### config.mk
export PLATFORM = sky130hd
export DESIGN_NAME = ph_reg3_drain
export DESIGN_NICKNAME = d
export VERILOG_FILES = /design/src/rtl/ph_reg3_drain.sv
export SDC_FILE = /design/constraint.sdc
export NUM_CORES = 1
export LEC_CHECK = 0
export CORE_MARGIN = 3
export CORE_UTILIZATION = 54
export CTS_BUF_LIST = sky130_fd_sc_hd__clkbuf_2 sky130_fd_sc_hd__clkbuf_4 sky130_fd_sc_hd__clkbuf_8
export CTS_CLUSTER_SIZE = 10
export DETAILED_ROUTE_END_ITERATION = 7
export PLACE_DENSITY = 0.83
export SLEW_MARGIN = 20
export SYNTH_ARGS = -nofsm -noshare
export SYNTH_HDL_FRONTEND = slang
export SYNTH_SLANG_ARGS = --single-unit
### constraint.sdc
create_clock -name h_phi2 -period 2.66 [get_ports h_phi2]
set_clock_uncertainty 0.05 [all_clocks]
set_input_delay 0.532 -clock h_phi2 [delete_from_list [all_inputs] [get_ports h_phi2]]
set_output_delay 0.532 -clock h_phi2 [all_outputs]
set_load 0.02 [all_outputs]
### src/rtl/ph_reg3_drain.sv
// Host-side drain engine for the register 3 FIFO: reads bytes with single-cycle strobes
// in one- or two-byte bursts and forwards them through a small ready/valid buffer.
module ph_reg3_drain #(
    parameter int unsigned BUF_DEPTH = 4,
    parameter int unsigned COUNT_W   = 16
) (
    input  logic               h_phi2,
    input  logic               h_rst,
    input  logic               start,
    input  logic               abort,
    input  logic               one_byte_mode,
    input  logic [COUNT_W-1:0] count,
    input  logic [7:0]         fifo_h_data,
    input  logic               fifo_h_data_available,
    output logic               fifo_h_select,
    output logic               fifo_h_rd,
    output logic [7:0]         out_data,
    output logic               out_valid,
    input  logic               out_ready,
    output logic               busy,
    output logic               done,
    output logic               err,
    output logic [COUNT_W-1:0] remaining
);

    localparam int unsigned PTR_W = (BUF_DEPTH > 1) ? $clog2(BUF_DEPTH) : 1;
    localparam int unsigned CNT_W = PTR_W + 1;

    typedef enum logic [2:0] {
        StIdle,
        StWait,
        StRead0,
        StRead1,
        StGap,
        StDone
    } state_e;

    state_e             state_q, state_d;
    logic [COUNT_W-1:0] remaining_q, remaining_d;
    logic               mode_q, mode_d;
    logic               abort_pend_q, abort_pend_d;
    logic               zero_done_q, zero_done_d;
    logic               err_q, err_d;

    logic [7:0]         buf_mem_q [BUF_DEPTH];
    logic [PTR_W-1:0]   wr_ptr_q, wr_ptr_d;
    logic [PTR_W-1:0]   rd_ptr_q, rd_ptr_d;
    logic [CNT_W-1:0]   buf_cnt_q, buf_cnt_d;

    logic               strobe;
    logic               push;
    logic               pop;
    logic [CNT_W-1:0]   free_space;
    logic [CNT_W-1:0]   burst_sz;

    assign strobe     = (state_q == StRead0) || (state_q == StRead1);
    assign push       = strobe;
    assign pop        = out_valid && out_ready;
    assign free_space = CNT_W'(BUF_DEPTH) - buf_cnt_q;
    assign burst_sz   = mode_q ? CNT_W'(1) : CNT_W'(2);

    always_comb begin
        state_d      = state_q;
        remaining_d  = remaining_q;
        mode_d       = mode_q;
        abort_pend_d = abort_pend_q;
        zero_done_d  = 1'b0;
        err_d        = 1'b0;

        unique case (state_q)
            StIdle: begin
                abort_pend_d = 1'b0;
                if (start) begin
                    if (count == '0) begin
                        zero_done_d = 1'b1;
                    end else if (!one_byte_mode && count[0]) begin
                        // An odd count in pair mode would leave a half-drained pair.
                        err_d = 1'b1;
                    end else begin
                        remaining_d = count;
                        mode_d      = one_byte_mode;
                        state_d     = StWait;
                    end
                end
            end
            StWait: begin
                if (abort) begin
                    state_d = StDone;
                end else if (fifo_h_data_available && (free_space >= burst_sz)) begin
                    state_d = StRead0;
                end
            end
            StRead0: begin
                remaining_d = remaining_q - COUNT_W'(1);
                if (abort) begin
                    abort_pend_d = 1'b1;
                end
                state_d = mode_q ? StGap : StRead1;
            end
            StRead1: begin
                remaining_d = remaining_q - COUNT_W'(1);
                if (abort) begin
                    abort_pend_d = 1'b1;
                end
                state_d = StGap;
            end
            StGap: begin
                if ((remaining_q == '0) || abort_pend_q || abort) begin
                    state_d = StDone;
                end else begin
                    state_d = StWait;
                end
            end
            StDone: begin
                abort_pend_d = 1'b0;
                state_d      = StIdle;
            end
            default: begin
                state_d = StIdle;
            end
        endcase
    end

    always_comb begin
        wr_ptr_d  = wr_ptr_q;
        rd_ptr_d  = rd_ptr_q;
        buf_cnt_d = buf_cnt_q;
        if (push) begin
            wr_ptr_d = wr_ptr_q + PTR_W'(1);
        end
        if (pop) begin
            rd_ptr_d = rd_ptr_q + PTR_W'(1);
        end
        unique case ({push, pop})
            2'b10:   buf_cnt_d = buf_cnt_q + CNT_W'(1);
            2'b01:   buf_cnt_d = buf_cnt_q - CNT_W'(1);
            default: buf_cnt_d = buf_cnt_q;
        endcase
    end

    always_ff @(posedge h_phi2) begin
        if (h_rst) begin
            state_q      <= StIdle;
            remaining_q  <= '0;
            mode_q       <= 1'b0;
            abort_pend_q <= 1'b0;
            zero_done_q  <= 1'b0;
            err_q        <= 1'b0;
            wr_ptr_q     <= '0;
            rd_ptr_q     <= '0;
            buf_cnt_q    <= '0;
        end else begin
            state_q      <= state_d;
            remaining_q  <= remaining_d;
            mode_q       <= mode_d;
            abort_pend_q <= abort_pend_d;
            zero_done_q  <= zero_done_d;
            err_q        <= err_d;
            wr_ptr_q     <= wr_ptr_d;
            rd_ptr_q     <= rd_ptr_d;
            buf_cnt_q    <= buf_cnt_d;
        end
    end

    // Storage needs no reset; out_data is masked while the buffer is empty.
    always_ff @(posedge h_phi2) begin
        if (push) begin
            buf_mem_q[wr_ptr_q] <= fifo_h_data;
        end
    end

    assign fifo_h_select = strobe;
    assign fifo_h_rd     = strobe;
    assign out_valid     = (buf_cnt_q != '0);
    assign out_data      = out_valid ? buf_mem_q[rd_ptr_q] : 8'h00;
    assign busy          = (state_q != StIdle);
    assign done          = (state_q == StDone) || zero_done_q;
    assign err           = err_q;
    assign remaining     = remaining_q;

endmodule

==> impl_metrics.tcl, run 1 <==
set metrics [dict create \
    fmax_ghz 0.3952 \
    synth-seq-area-share_pct 51.22 \
    mostFrequentLayoutCells "clkdlybuf4s50_1 (52), dfxtp_1 (32), edfxtp_1 (32)" \
    tns_ns 0 \
    cts_buffer_depth 2 \
    synth_area_um2 3127 \
    seqCellArea_um2 1602 \
    synth_cell_types 51 \
    multi_input_area_um2 1398 \
    cts_max_level 3 \
    final_common_cell "clkdlybuf4s50_1" \
    min_from "wr_ptr_q[1]$_SDFFE_PP0P_" \
    core_um2 5540 \
    grt_pass1_wl_um 11520 \
    dieArea_um2 6740 \
    yosys_register_bits 64 \
    critPathKind "flip-flop to output port" \
    rsz0062_at_grt "no" \
    slew_violations 0 \
    yosysWarnings 0 \
    syn_nets 330 \
    period_minus_slack_ns 2.530 \
    grt_max_degree 26 \
    synthArstFlopShare_pct 0 \
    final_antenna_net_count 0 \
    fp.dieH_um 82.10 \
    die_x_um 82.10 \
    hold_buffers 0 \
    diodes 0 \
    drc 0 \
    start_util_pct 56.44 \
    fill_cells 409 \
    hold_end "wr_ptr_q[1]$_SDFFE_PP0P_" \
    critical_path.top_delay_family "buffers and inverters" \
    path_buf_inv 3 \
    drv_cap 0 \
    path_cells "inv_1 -> ha_1 -> ha_1 -> inv_2 -> clkdlybuf4s50_1" \
    cts_sinks 64 \
    slowest_stage "clkdlybuf4s50_1" \
    max_slew_margin_pct 69.14 \
    layout.nets 394 \
    wl_um 7166 \
    clock_latency_ns 0.33 \
    fin_crit_sh_pct 95.12 \
    track_usage_pct 22.66 \
    reg2regPathDepth 10 \
    clkTransAtPathRegs_ns 0.07 \
    crit-reg2reg-launch "buf_cnt_q[0]$_SDFFE_PP0P_" \
    peakVddDrop_v 0.0004555 \
    required_ns 2.08 \
    start_kind "flip-flop" \
    crit_fanout 9 \
    worstPathArrival_ns 1.95 \
    status "finished clean" \
    r2r_slack_ns 0.22 \
    worstHoldPathType "flip-flop to flip-flop" \
    gp_congestion 0.8562 \
    min_delay_path_depth 2 \
    dp_hpwl_um 5302 \
    cts_inserted_buffers 9 \
    power_density_nw_per_um2 691.4 \
    synth-edff-count 32 \
    viasPerCell 5.853 \
    cts_setup_buffers 0 \
    num_vias 2505 \
    pin_count 61 \
    timing_hold_violations_final 0 \
    syn2layout_area_growth_pct 27.97 \
    synth_flop_cell "edfxtp_1" \
    cpMostUsedCell "ha_1" \
    numPortBuffers 60 \
    worstMarginPinSlew_ns 0.4512 \
    cts_tree "yes" \
    row_count 27 \
    synth_cells 287 \
    finalSetupViolCount 0 \
    p_leak_nw 1.450 \
    grt_pass1_vias 2361 \
    root_buffer "clkbuf_8" \
    syn_avg_cell_area_um2 10.89 \
    final_util_pct 72.22 \
    wire_per_inst_um 16.74 \
    cp-end-kind "output port" \
    r2r_end "buf_cnt_q[2]$_SDFFE_PP0P_" \
    cpPeakStageDelay_ns 0.62 \
    dr.pass1.iters 5 \
    antenna_found_initial 0 \
    grt_overflow 0 \
    first_iter_violations 262 \
    drive_above_1_share_pct 13.20 \
]
-- cell type report --
class,count,area share (%)
sequential,64,40.03
multi-input combinational,193,34.93
timing repair buffer,69,16.45
clock buffer,11,3.627
tap,72,2.251
clock inverter,5,1.407
inverter,14,1.313
-- tightest hold or removal path: stages (launching register included) --
cell and delay, ns:
dfxtp_1 0.34, nand2_1 0.07, a21oi_1 0.05
-- metal layers --
metal | track usage, % | vias to the layer above | part of all wire [%]
met5 | 0 | - | 0
met2 | 37.80 | 127 | 50
met3 | 4.555 | 17 | 7.1
met4 | 8.140 | 0 | 1.7
met1 | 29.32 | 1173 | 41
li1 | - | 1188 | -
-- registers in the layout (all words and copies together), names as in the netlist, 2 cells and up, named ones only --
name / count
wr_ptr_q: 2
state_q: 3
buf_mem_q: 32
remaining: 16
buf_cnt_q: 3
rd_ptr_q: 2
-- kinds of logic (layout without fill, tap and decap cells) --
logic type,count (synthesis),after routing,synth area share [%]
buf+inv,30,99,4.081
xor+xnor,7,7,1.961
flops,64,64,51.22
fa+ha+maj,12,12,5.042
mux,10,10,6.442
compound gates,60,60,12.29
simple gates,104,104,18.97
-- repair_timing --
action                     CTS  global route
hold endpoints to repair     0             0
setup endpoints to repair    8             0
gates resized for setup      9             0
-- synthesized netlist by cell type (6+ instances only) --
cell type / number / area share, %
nand2_1: 26 / 3.1
nor4_1: 6 / 1.2
and2_1: 8 / 1.6
ha_1: 11 / 4.4
inv_1: 13 / 1.6
nor3_1: 6 / 0.96
o21ai_0: 10 / 1.6
nand3_1: 7 / 1.1
dfxtp_1: 32 / 20
nor2_1: 19 / 2.3
mux4_2: 8 / 5.8
clkbuf_1: 7 / 0.84
a21oi_1: 19 / 3.0
o22ai_1: 8 / 1.6
edfxtp_1: 32 / 31
-- per-stage QoR --
stage               total power [W]  instance area (um^2)  cells  setup WS (ns)  hold slack, ns
floorplan                  0.001679                  3127    287         0.3743          0.3963
detailed placement         0.001970                  3810    412        0.08102          0.4212
CTS                        0.002779                  4001    428         0.1095          0.4572
global route               0.002903                  4001    428        0.05854          0.4848
finish                     0.002766                  4001    428         0.1298          0.4567
global placement           0.001957                  3810    412         0.2102          0.4079
-- where the power goes --
| part | leakage [nW] | internal [W] | total [W] | switching (W) |
|---|---|---|---|---|
| Clock | 0.103 | 0.000467 | 0.000821 | 0.000354 |
| Sequential | 0.549 | 0.00110 | 0.00117 | 0.0000753 |
| Combinational | 0.799 | 0.000357 | 0.000774 | 0.000417 |
-- worst max-delay path by stage --
| stage | start | cells past startpoint | endpoint |
|---|---|---|---|
| 2_1_floorplan | buf_cnt_q[0]$_SDFFE_PP0P_ | 10 | buf_cnt_q[2]$_SDFFE_PP0P_ |
| 3_3_place_gp | out_ready | 8 | buf_cnt_q[2]$_SDFFE_PP0P_ |
| 3_5_place_dp | out_ready | 8 | buf_cnt_q[2]$_SDFFE_PP0P_ |
| 4_1_cts | buf_cnt_q[0]$_SDFFE_PP0P_ | 5 | out_valid |
| 5_1_grt | buf_cnt_q[0]$_SDFFE_PP0P_ | 5 | out_valid |
| 6_report | buf_cnt_q[0]$_SDFFE_PP0P_ | 5 | out_valid |
Power figures use the tool's default switching activity.
==> inputs of run 2 (changes only) <==
Settings changed: CORE_MARGIN 3 to 1, CORE_UTILIZATION 54 to 55, PLACE_DENSITY 0.83 to 0.84.
Clock period 2.66 ns to 3.18 ns, I/O delays scaled along.
==> run 2 against run 1 <==
Global-route usage increased by 1.6 points. Non-clock buffer count decreased by 5. Combinational power decreased by 18%. Setup slack improved by 0.084 ns. Clock power decreased by 13%.
==> impl_metrics.tcl, run 2 (synthesis results as in run 1) <==
set metrics [dict create \
    diodes 0 \
    slowest_stage "dfxtp_1" \
    cts_buffer_depth 2 \
    p_leak_nw 1.380 \
    gp_congestion 0.9127 \
    clkTransAtPathRegs_ns 0.08 \
    antenna_found_initial 0 \
    path_cells "mux4_2 -> and2_1 -> clkdlybuf4s50_1" \
    first_iter_violations 120 \
    drive_above_1_share_pct 11.68 \
    final_util_pct 72.23 \
    pin_count 61 \
    critPathKind "flip-flop to output port" \
    pre_cts_slack_ns 0.4643 \
    fin_crit_sh_pct 93.29 \
    finalSetupViolCount 0 \
    cts_sinks 64 \
    comb_power_share_pct 27.2 \
    cp-end-kind "output port" \
    period_minus_slack_ns 2.967 \
    viasPerCell 5.842 \
    final_common_cell "clkdlybuf4s50_1" \
    grt_pass1_wl_um 11140 \
    wire_per_inst_um 15.89 \
    dieArea_um2 5991 \
    syn2layout_area_growth_pct 27.21 \
    sw_frac_of_total_pct 31.92 \
    layout.nets 389 \
    dr.pass1.iters 4 \
    final_antenna_net_count 0 \
    rsz0062_at_grt "no" \
    wl_um 6720 \
    cts_max_level 3 \
    cts_setup_buffers 0 \
    numPortBuffers 60 \
    timing_hold_violations_final 0 \
    slew_violations 0 \
    grt_overflow 0 \
    cpPeakStageDelay_ns 0.66 \
    peakVddDrop_v 0.0003552 \
    clock_latency_ns 0.34 \
    grt_max_degree 26 \
    hold_buffers 0 \
    core_um2 5507 \
    drv_cap 0 \
    regMostFlops "buf_mem_q" \
    p_int_w 0.001589 \
    row_count 27 \
    tns_ns 0 \
    mostFrequentLayoutCells "clkdlybuf4s50_1 (60), dfxtp_1 (32), edfxtp_1 (32)" \
    required_ns 2.49 \
    drc 0 \
    worstHoldPathType "flip-flop to flip-flop" \
    dpl_cell_area_um2 3772 \
    crit_fanout 8 \
    track_usage_pct 24.31 \
    max_slew_margin_pct 60.72 \
    fmax_ghz 0.3371 \
    worstPathArrival_ns 2.28 \
    largest_reg_flops 32 \
    clockPowerShare_pct 30.5 \
    power_density_nw_per_um2 586.6 \
    fp.dieH_um 77.40 \
    p_sw_w 0.0007447 \
    setup_ws_ns 0.2134 \
    cts_tree "yes" \
    root_buffer "clkbuf_8" \
    cts_inserted_buffers 9 \
    postLayoutCellArea_um2 3978 \
    die_x_um 77.40 \
    num_vias 2471 \
    p_seq_share_pct 42.4 \
    hold_slack_ns 0.4358 \
    post_cts_resized 0 \
    start_util_pct 56.78 \
    grt_pass1_vias 2354 \
    worstMarginPinSlew_ns 0.5839 \
    start_kind "flip-flop" \
    status "finished clean" \
    dp_hpwl_um 4907 \
    fill_cells 395 \
]
[run 2: cell type report]
cell class	count	area (um^2)	area share [%]
multi-input cells	193	1398	35.14
clock inverters	7	81.33	2.045
flip-flops and latches	64	1602	40.26
well taps	72	90.09	2.265
repair buffers	64	630.6	15.85
inverters	14	52.55	1.321
clock buffers	9	123.9	3.114
[run 2: path summary, 6_finish.rpt]
kind                                   from                        end  slack [ns]  cells after the start
setup / recovery                  flip-flop                out_data[3]        0.21                      3
hold / removal    abort_pend_q$_SDFFE_PP0P_  abort_pend_q$_SDFFE_PP0P_        0.44                      2
setup reg to reg  buf_cnt_q[0]$_SDFFE_PP0P_  buf_cnt_q[2]$_SDFFE_PP0P_        0.72                     10
hold reg to reg   abort_pend_q$_SDFFE_PP0P_  abort_pend_q$_SDFFE_PP0P_        0.44                      2
[run 2: through the flow]
stage | power (W) | std cells
2_1_floorplan | 0.001404 | 287
3_3_place_gp | 0.001622 | 407
3_5_place_dp | 0.001634 | 407
4_1_cts | 0.002342 | 423
5_1_grt | 0.002440 | 423
6_report | 0.002333 | 423
[run 2: routing by layer]
metal  vias up  global-route usage, %  wire [um]
met5         -                      0          0
met4         0                  8.113         64
met3         7                  6.000        471
met2       107                  40.62       3345
met1      1168                  30.86       2839
li1       1189                      -          -
[run 2: power groups by stage]
stage / clock network, W / logic [W] / registers (W)
6_report: 0.000711 / 0.000634 / 0.000989
5_1_grt: 0.000755 / 0.000686 / 0.000998
4_1_cts: 0.000723 / 0.000631 / 0.000988
3_5_place_dp: 0 / 0.000627 / 0.00101
3_3_place_gp: 0 / 0.000617 / 0.00100
2_1_floorplan: 0 / 0.000400 / 0.00100
[run 2: worst max-delay path, delay by kind of cell, from the launching register on]
family / cells / cell delay, ns
DFF: 1 / 0.66
muxes: 1 / 0.57
buffers and inverters: 1 / 0.53
and+or+nand+nor: 1 / 0.17
